**src/rtl/instruction_prefetch_unit_pkg.sv**
```systemverilog
// Shared definitions for the instruction prefetch unit: the default NOP, the FSM
// state encoding and the layout of one queue entry.
package instruction_prefetch_unit_pkg;

   localparam logic [31:0] NOP_INSTR = 32'h00000033;

   typedef enum logic {
      FETCH = 1'b0,
      DRAIN = 1'b1
   } pf_state_t;

   typedef struct packed {
      logic [31:0] pc;
      logic [31:0] instr;
   } pf_entry_t;

endpackage

```
**src/rtl/instruction_prefetch_unit_fifo.sv**
```systemverilog
// Prefetch queue. The pointers wrap naturally because DEPTH is a power of two.
// Flush empties the queue and outranks both push and pop. A push into a full
// queue is accepted only when a pop happens in the same cycle.
module prefetch_fifo #(
   parameter int DEPTH = 4,
   parameter int WIDTH = 64
) (
   input  logic                     clk,
   input  logic                     reset,
   input  logic                     flush,
   input  logic                     push,
   input  logic                     pop,
   input  logic [WIDTH-1:0]         wdata,
   output logic [WIDTH-1:0]         rdata,
   output logic [$clog2(DEPTH):0]   count
);
   localparam int AW = $clog2(DEPTH);
   localparam int CW = AW + 1;

   logic [WIDTH-1:0] mem [DEPTH];
   logic [AW-1:0]    wr_ptr, rd_ptr;
   logic             push_ok, pop_ok;

   assign pop_ok  = pop && (count != '0);
   assign push_ok = push && ((count < CW'(DEPTH)) || pop_ok);
   assign rdata   = mem[rd_ptr];

   // storage array; not reset, since count alone decides what is valid
   always_ff @(posedge clk) begin
      if (push_ok && !flush)
         mem[wr_ptr] <= wdata;
   end

   // pointers and occupancy
   always_ff @(posedge clk) begin
      if (reset || flush) begin
         wr_ptr <= '0;
         rd_ptr <= '0;
         count  <= '0;
      end else begin
         if (push_ok) wr_ptr <= wr_ptr + 1'b1;
         if (pop_ok)  rd_ptr <= rd_ptr + 1'b1;
         count <= count + CW'(push_ok) - CW'(pop_ok);
      end
   end

endmodule

```
**src/rtl/instruction_prefetch_unit.sv**
```systemverilog
// Instruction prefetch unit. It keeps at most one bus request outstanding and
// queues the returned instructions for decode. A redirect flushes the queue. If
// a request is still in flight when the redirect arrives, the unit parks the
// target in DRAIN until that response comes back and is thrown away.
module instruction_prefetch_unit #(
   parameter logic [31:0] BOOT_ADDRESS = 32'h00000000,
   parameter int          DEPTH        = 4,
   parameter logic [31:0] NOP_INSTR    = instruction_prefetch_unit_pkg::NOP_INSTR
) (
   input  logic                     clk,
   input  logic                     reset,
   output logic                     ibus_req,
   output logic [31:0]              ibus_addr,
   input  logic                     ibus_ack,
   input  logic [31:0]              ibus_rdata,
   input  logic                     redirect_valid,
   input  logic [31:0]              redirect_pc,
   input  logic                     stall,
   output logic                     out_valid,
   output logic [31:0]              out_instr,
   output logic [31:0]              out_pc,
   output logic [$clog2(DEPTH):0]   out_count
);
   import instruction_prefetch_unit_pkg::*;

   localparam int CW = $clog2(DEPTH) + 1;

   pf_state_t       state_q, state_d;
   logic [31:0]     fetch_pc_q, fetch_pc_d;
   logic [31:0]     pending_pc_q, pending_pc_d;
   logic [31:0]     target;
   logic [CW-1:0]   count;
   logic            push, pop;
   pf_entry_t       wr_entry, head;

   assign target = {redirect_pc[31:2], 2'b00};

   // the request depends only on registered state, so it stays stable until the ack
   assign ibus_req  = !reset && (((state_q == FETCH) && (count < CW'(DEPTH))) ||
                                 (state_q == DRAIN));
   assign ibus_addr = fetch_pc_q;

   assign out_valid = !reset && (count != '0);
   assign out_instr = out_valid ? head.instr : NOP_INSTR;
   assign out_pc    = out_valid ? head.pc    : 32'h0;
   assign out_count = reset ? '0 : count;

   // a redirect blocks both queue movements; the flush discards everything anyway
   assign pop      = out_valid && !stall && !redirect_valid;
   assign push     = (state_q == FETCH) && ibus_req && ibus_ack && !redirect_valid;
   assign wr_entry = '{pc: fetch_pc_q, instr: ibus_rdata};

   prefetch_fifo #(.DEPTH(DEPTH), .WIDTH(64)) u_fifo (
      .clk   (clk),
      .reset (reset),
      .flush (redirect_valid),
      .push  (push),
      .pop   (pop),
      .wdata (wr_entry),
      .rdata (head),
      .count (count)
   );

   // next state and next fetch PC
   always_comb begin
      state_d      = state_q;
      fetch_pc_d   = fetch_pc_q;
      pending_pc_d = pending_pc_q;
      case (state_q)
         FETCH: begin
            if (redirect_valid) begin
               if (ibus_req && !ibus_ack) begin
                  pending_pc_d = target;
                  state_d      = DRAIN;
               end else begin
                  fetch_pc_d = target;
               end
            end else if (ibus_req && ibus_ack) begin
               fetch_pc_d = fetch_pc_q + 32'd4;
            end
         end
         DRAIN: begin
            if (ibus_ack) begin
               fetch_pc_d = redirect_valid ? target : pending_pc_q;
               state_d    = FETCH;
            end else if (redirect_valid) begin
               pending_pc_d = target;
            end
         end
         default: state_d = FETCH;
      endcase
   end

   // FSM and PC registers
   always_ff @(posedge clk) begin
      if (reset) begin
         state_q      <= FETCH;
         fetch_pc_q   <= BOOT_ADDRESS;
         pending_pc_q <= 32'h0;
      end else begin
         state_q      <= state_d;
         fetch_pc_q   <= fetch_pc_d;
         pending_pc_q <= pending_pc_d;
      end
   end

endmodule

```
**config.mk**
```make
export PLATFORM = sky130hd
export DESIGN_NAME = instruction_prefetch_unit
export DESIGN_NICKNAME = d
export VERILOG_FILES = /design/src/rtl/instruction_prefetch_unit_pkg.sv /design/src/rtl/instruction_prefetch_unit_fifo.sv /design/src/rtl/instruction_prefetch_unit.sv
export SDC_FILE = /design/constraint.sdc
export NUM_CORES = 1
export LEC_CHECK = 0
export CORE_MARGIN = 2
export CORE_UTILIZATION = 55
export DETAILED_ROUTE_END_ITERATION = 6
export GPL_ROUTABILITY_DRIVEN = 0
export PLACE_DENSITY = 0.79
export RECOVER_POWER = 25
export SETUP_SLACK_MARGIN = 0.4
export SLEW_MARGIN = 20
export SYNTH_ARGS = -nofsm -noshare
export SYNTH_HDL_FRONTEND = slang
export SYNTH_SLANG_ARGS = --single-unit
```
**constraint.sdc**
```tcl
create_clock -name clk -period 4.9 [get_ports clk]
set_input_delay 1.225 -clock clk [delete_from_list [all_inputs] [get_ports clk]]
set_output_delay 1.225 -clock clk [all_outputs]
set_load 0.005 [all_outputs]
```
==> metrics.cfg <==
[outcome]
status=finished, final reports clean

[setup_path]
worstPathArrival_ps=2790
crit_chain=buf_12, mux4_2, and2_1, clkdlybuf4s50_1
critPathSlowestCell=dfxtp_4
crit_family=buffers and inverters
r2r_cells=5
r2r_slack_ps=2020
critPathCaptureType=output pin
reg2reg_to=u_fifo.mem[0][31]
max_stage_delay_ps=640
startpoint_type=register
crit_type=register to output pin
r2r_start=state_q
critical_path.max_fanout=43
required_ps=3670
cp_num_cells=4
critPathBufInv=2

[clocking]
insertion_delay_ps=500
h-tree-depth=2
cts_buffers=35
cts-resized-gates=0
cts_root_buffer=clkbuf_16
ctsHoldBuffers=0
cts.clk_slew.worst_paths_ps=60
clockBufferDepth=3
cts.sinks=330
postCtsSetupRepairBufs=0
cts_tree=yes

[timing]
rsz0062_at_grt=false
tns_ps=0
fin_ws_ps=881.8
finalSetupViolCount=0
final.min_clock_period_ps=4018
timing.fmax_mhz=248.9
slew_headroom_pct=38.23
finalClockSkew_ps=17.10
period_share_pct=82.00
finalMaxSlewViolations=0
hold_violations=0
tightest_slew_ps=919.4

[power_and_ir_drop]
p_per_area_nw_per_um2=354.4
switching_power_mw=1.240
seqPwrFrac_pct=53.2
clkPwrFrac_pct=41.5
fin_total_pwr_mw=5.908
p_int_mw=4.668
power_frac_comb_pct=5.3
ir_drop_mv=0.2258
sw_frac_of_total_pct=20.98
p_leak_nw=5.379

[synthesis]
syn_avg_cell_area_um2=14.59
synth_area_um2=13600
synth_cell_type_count=63
synth_seq_cells=330
syn_nets=1009
synth_edf_count=256
ys.flop_type=edfxtp_1
ys_seq_area_share_pct=67.44
synth_cells=932
synthArstFlopShare_pct=0
yosys_warnings=0

[global_route]
grt_antenna_before_repair=0
grt_first_pass_wirelength_um=46190
grt_use_total_pct=22.84
grt_start_max_net_pins=56
grt-ovfl-total=0
grt_pass1_vias=8409

[placed_design]
io_buffers=167
pre_cts_slack_ps=990.3
hpwl_um=18300
dpl_cell_area_um2=15600

[layout]
fin_area_um2=16670
n_antenna_cell=0
layout.nets=1174
syn_to_final_growth_pct=22.63
layout-drive-gt1-share_pct=13.55

[routing]
first_pass_iters=5
detail_route.wirelength_um=29680
routed_via_density=5.876
postRouteAntennaNets=0
drt_iter0_markers=923
dr_total_vias=8497
drc=0
post_drt_wl_per_cell_um=20.52

[floorplan]
die_w_um=161.2
dieArea_um2=25990
placementRows=57
start_util_pct=55.90
die_h_um=161.2
pin_count=170
core_area_um2=24320

[run]
cap_violations=0

[worst_hold_path]
hp-start=pending_pc_q[12]
hold_path_end=pending_pc_q[12]
hold_class=register to register
hold_path_depth=2

==> synthesized netlist by cell type (14+ instances only) <==
library cell,count,area (um^2)
nor2_1,39,146.4
nand2_1,101,379.1
dfxtp_1,74,1481
a21oi_1,57,285.3
clkbuf_1,37,138.9
o21ai_0,46,230.2
mux4_2,64,1441
edfxtp_1,256,7687
and2_1,65,406.6
nand3_1,15,75.07
inv_1,14,52.55
==> metal layers <==
metal / track usage [%] / part of all wire, % / wire, um / vias to the layer above
met1: 32.91 / 42 / 12560 / 4188
met4: 5.519 / 1.8 / 544 / 0
met5: 0 / 0 / 0 / -
li1: - / - / - / 3876
met3: 4.058 / 7.7 / 2278 / 54
met2: 36.91 / 48 / 14290 / 379
==> cell usage in the layout, fill, tap and decap left out, drive strengths merged, types with 10 or more instances in the layout <==
cell | netlist | final
clkbuf | 43 | 47
and2 | 65 | 65
a31oi | 10 | 10
inv | 14 | 14
clkdlybuf4s50 | 0 | 154
dfxtp | 74 | 74
buf | 16 | 21
o21ai | 46 | 46
a21oi | 57 | 57
nor3 | 10 | 10
nand3 | 15 | 15
edfxtp | 256 | 256
clkinv | 0 | 11
nor2 | 40 | 40
nand2 | 101 | 101
dlygate4sd3 | 0 | 12
mux4 | 64 | 64
and3 | 11 | 11
==> sequential cells by signal (all words and copies together) (netlist names), named ones only <==
| name | count |
|---|---|
| ibus_addr | 32 |
| u_fifo.wr_ptr | 2 |
| u_fifo.mem | 256 |
| state_q | 1 |
| u_fifo.count | 3 |
| pending_pc_q | 32 |
| u_fifo.rd_ptr | 2 |
==> worst max-delay path by stage <==
stage	slack, ps	to	startpoint
2_1_floorplan	890	u_fifo.mem[0][0]	redirect_valid
3_3_place_gp	1020	u_fifo.mem[0][9]	redirect_valid
3_5_place_dp	990	u_fifo.mem[0][31]	redirect_valid
4_1_cts	730	out_pc[25]	u_fifo.count[2]
5_1_grt	740	out_pc[27]	register
6_report	880	out_pc[14]	register
==> cell type report <==
| type | count | area [um^2] |
|---|---|---|
| clock buffers | 47 | 973.4 |
| clock inverters | 15 | 93.84 |
| fillers | 1686 | 7647 |
| inverters | 14 | 52.55 |
| multi-input cells | 529 | 4104 |
| flip-flops and latches | 330 | 9176 |
| well taps | 324 | 405.4 |
| repair buffers | 187 | 1867 |
==> kinds of logic after synthesis <==
| logic type | synth area share [%] |
|---|---|
| adder cells (fa/ha/maj) | 0.7914 |
| AO/OA/AOI/OAI | 6.902 |
| flip-flops | 67.44 |
| XOR/XNOR | 0.3221 |
| AND/OR/NAND/NOR | 10.99 |
| multiplexers | 10.98 |
| buffers and inverters | 2.577 |
==> tightest hold or removal path, stage by stage, from the launching register on <==
cell and delay, ps:
dfxtp_1 300, nand2_1 50, a21oi_1 50
==> power by group through the flow <==
stage	registers [mW]	logic, mW	clock network, mW
after floorplan	3.17	0.150	0
after global placement	3.19	0.305	0
after detailed placement	3.20	0.311	0
after CTS	3.14	0.314	2.48
after global routing	3.15	0.340	2.59
final	3.14	0.313	2.45
==> metrics by stage <==
stage	hold slack [ps]	cells	utilization [%]
after floorplan	427.0	932	-
after global placement	437.0	1384	64.15
after detailed placement	442.5	1384	64.15
after CTS	450.6	1446	68.53
after global routing	470.6	1446	68.55
final	450.0	1446	68.55
Note: power is estimated with default switching activity, not from simulation.
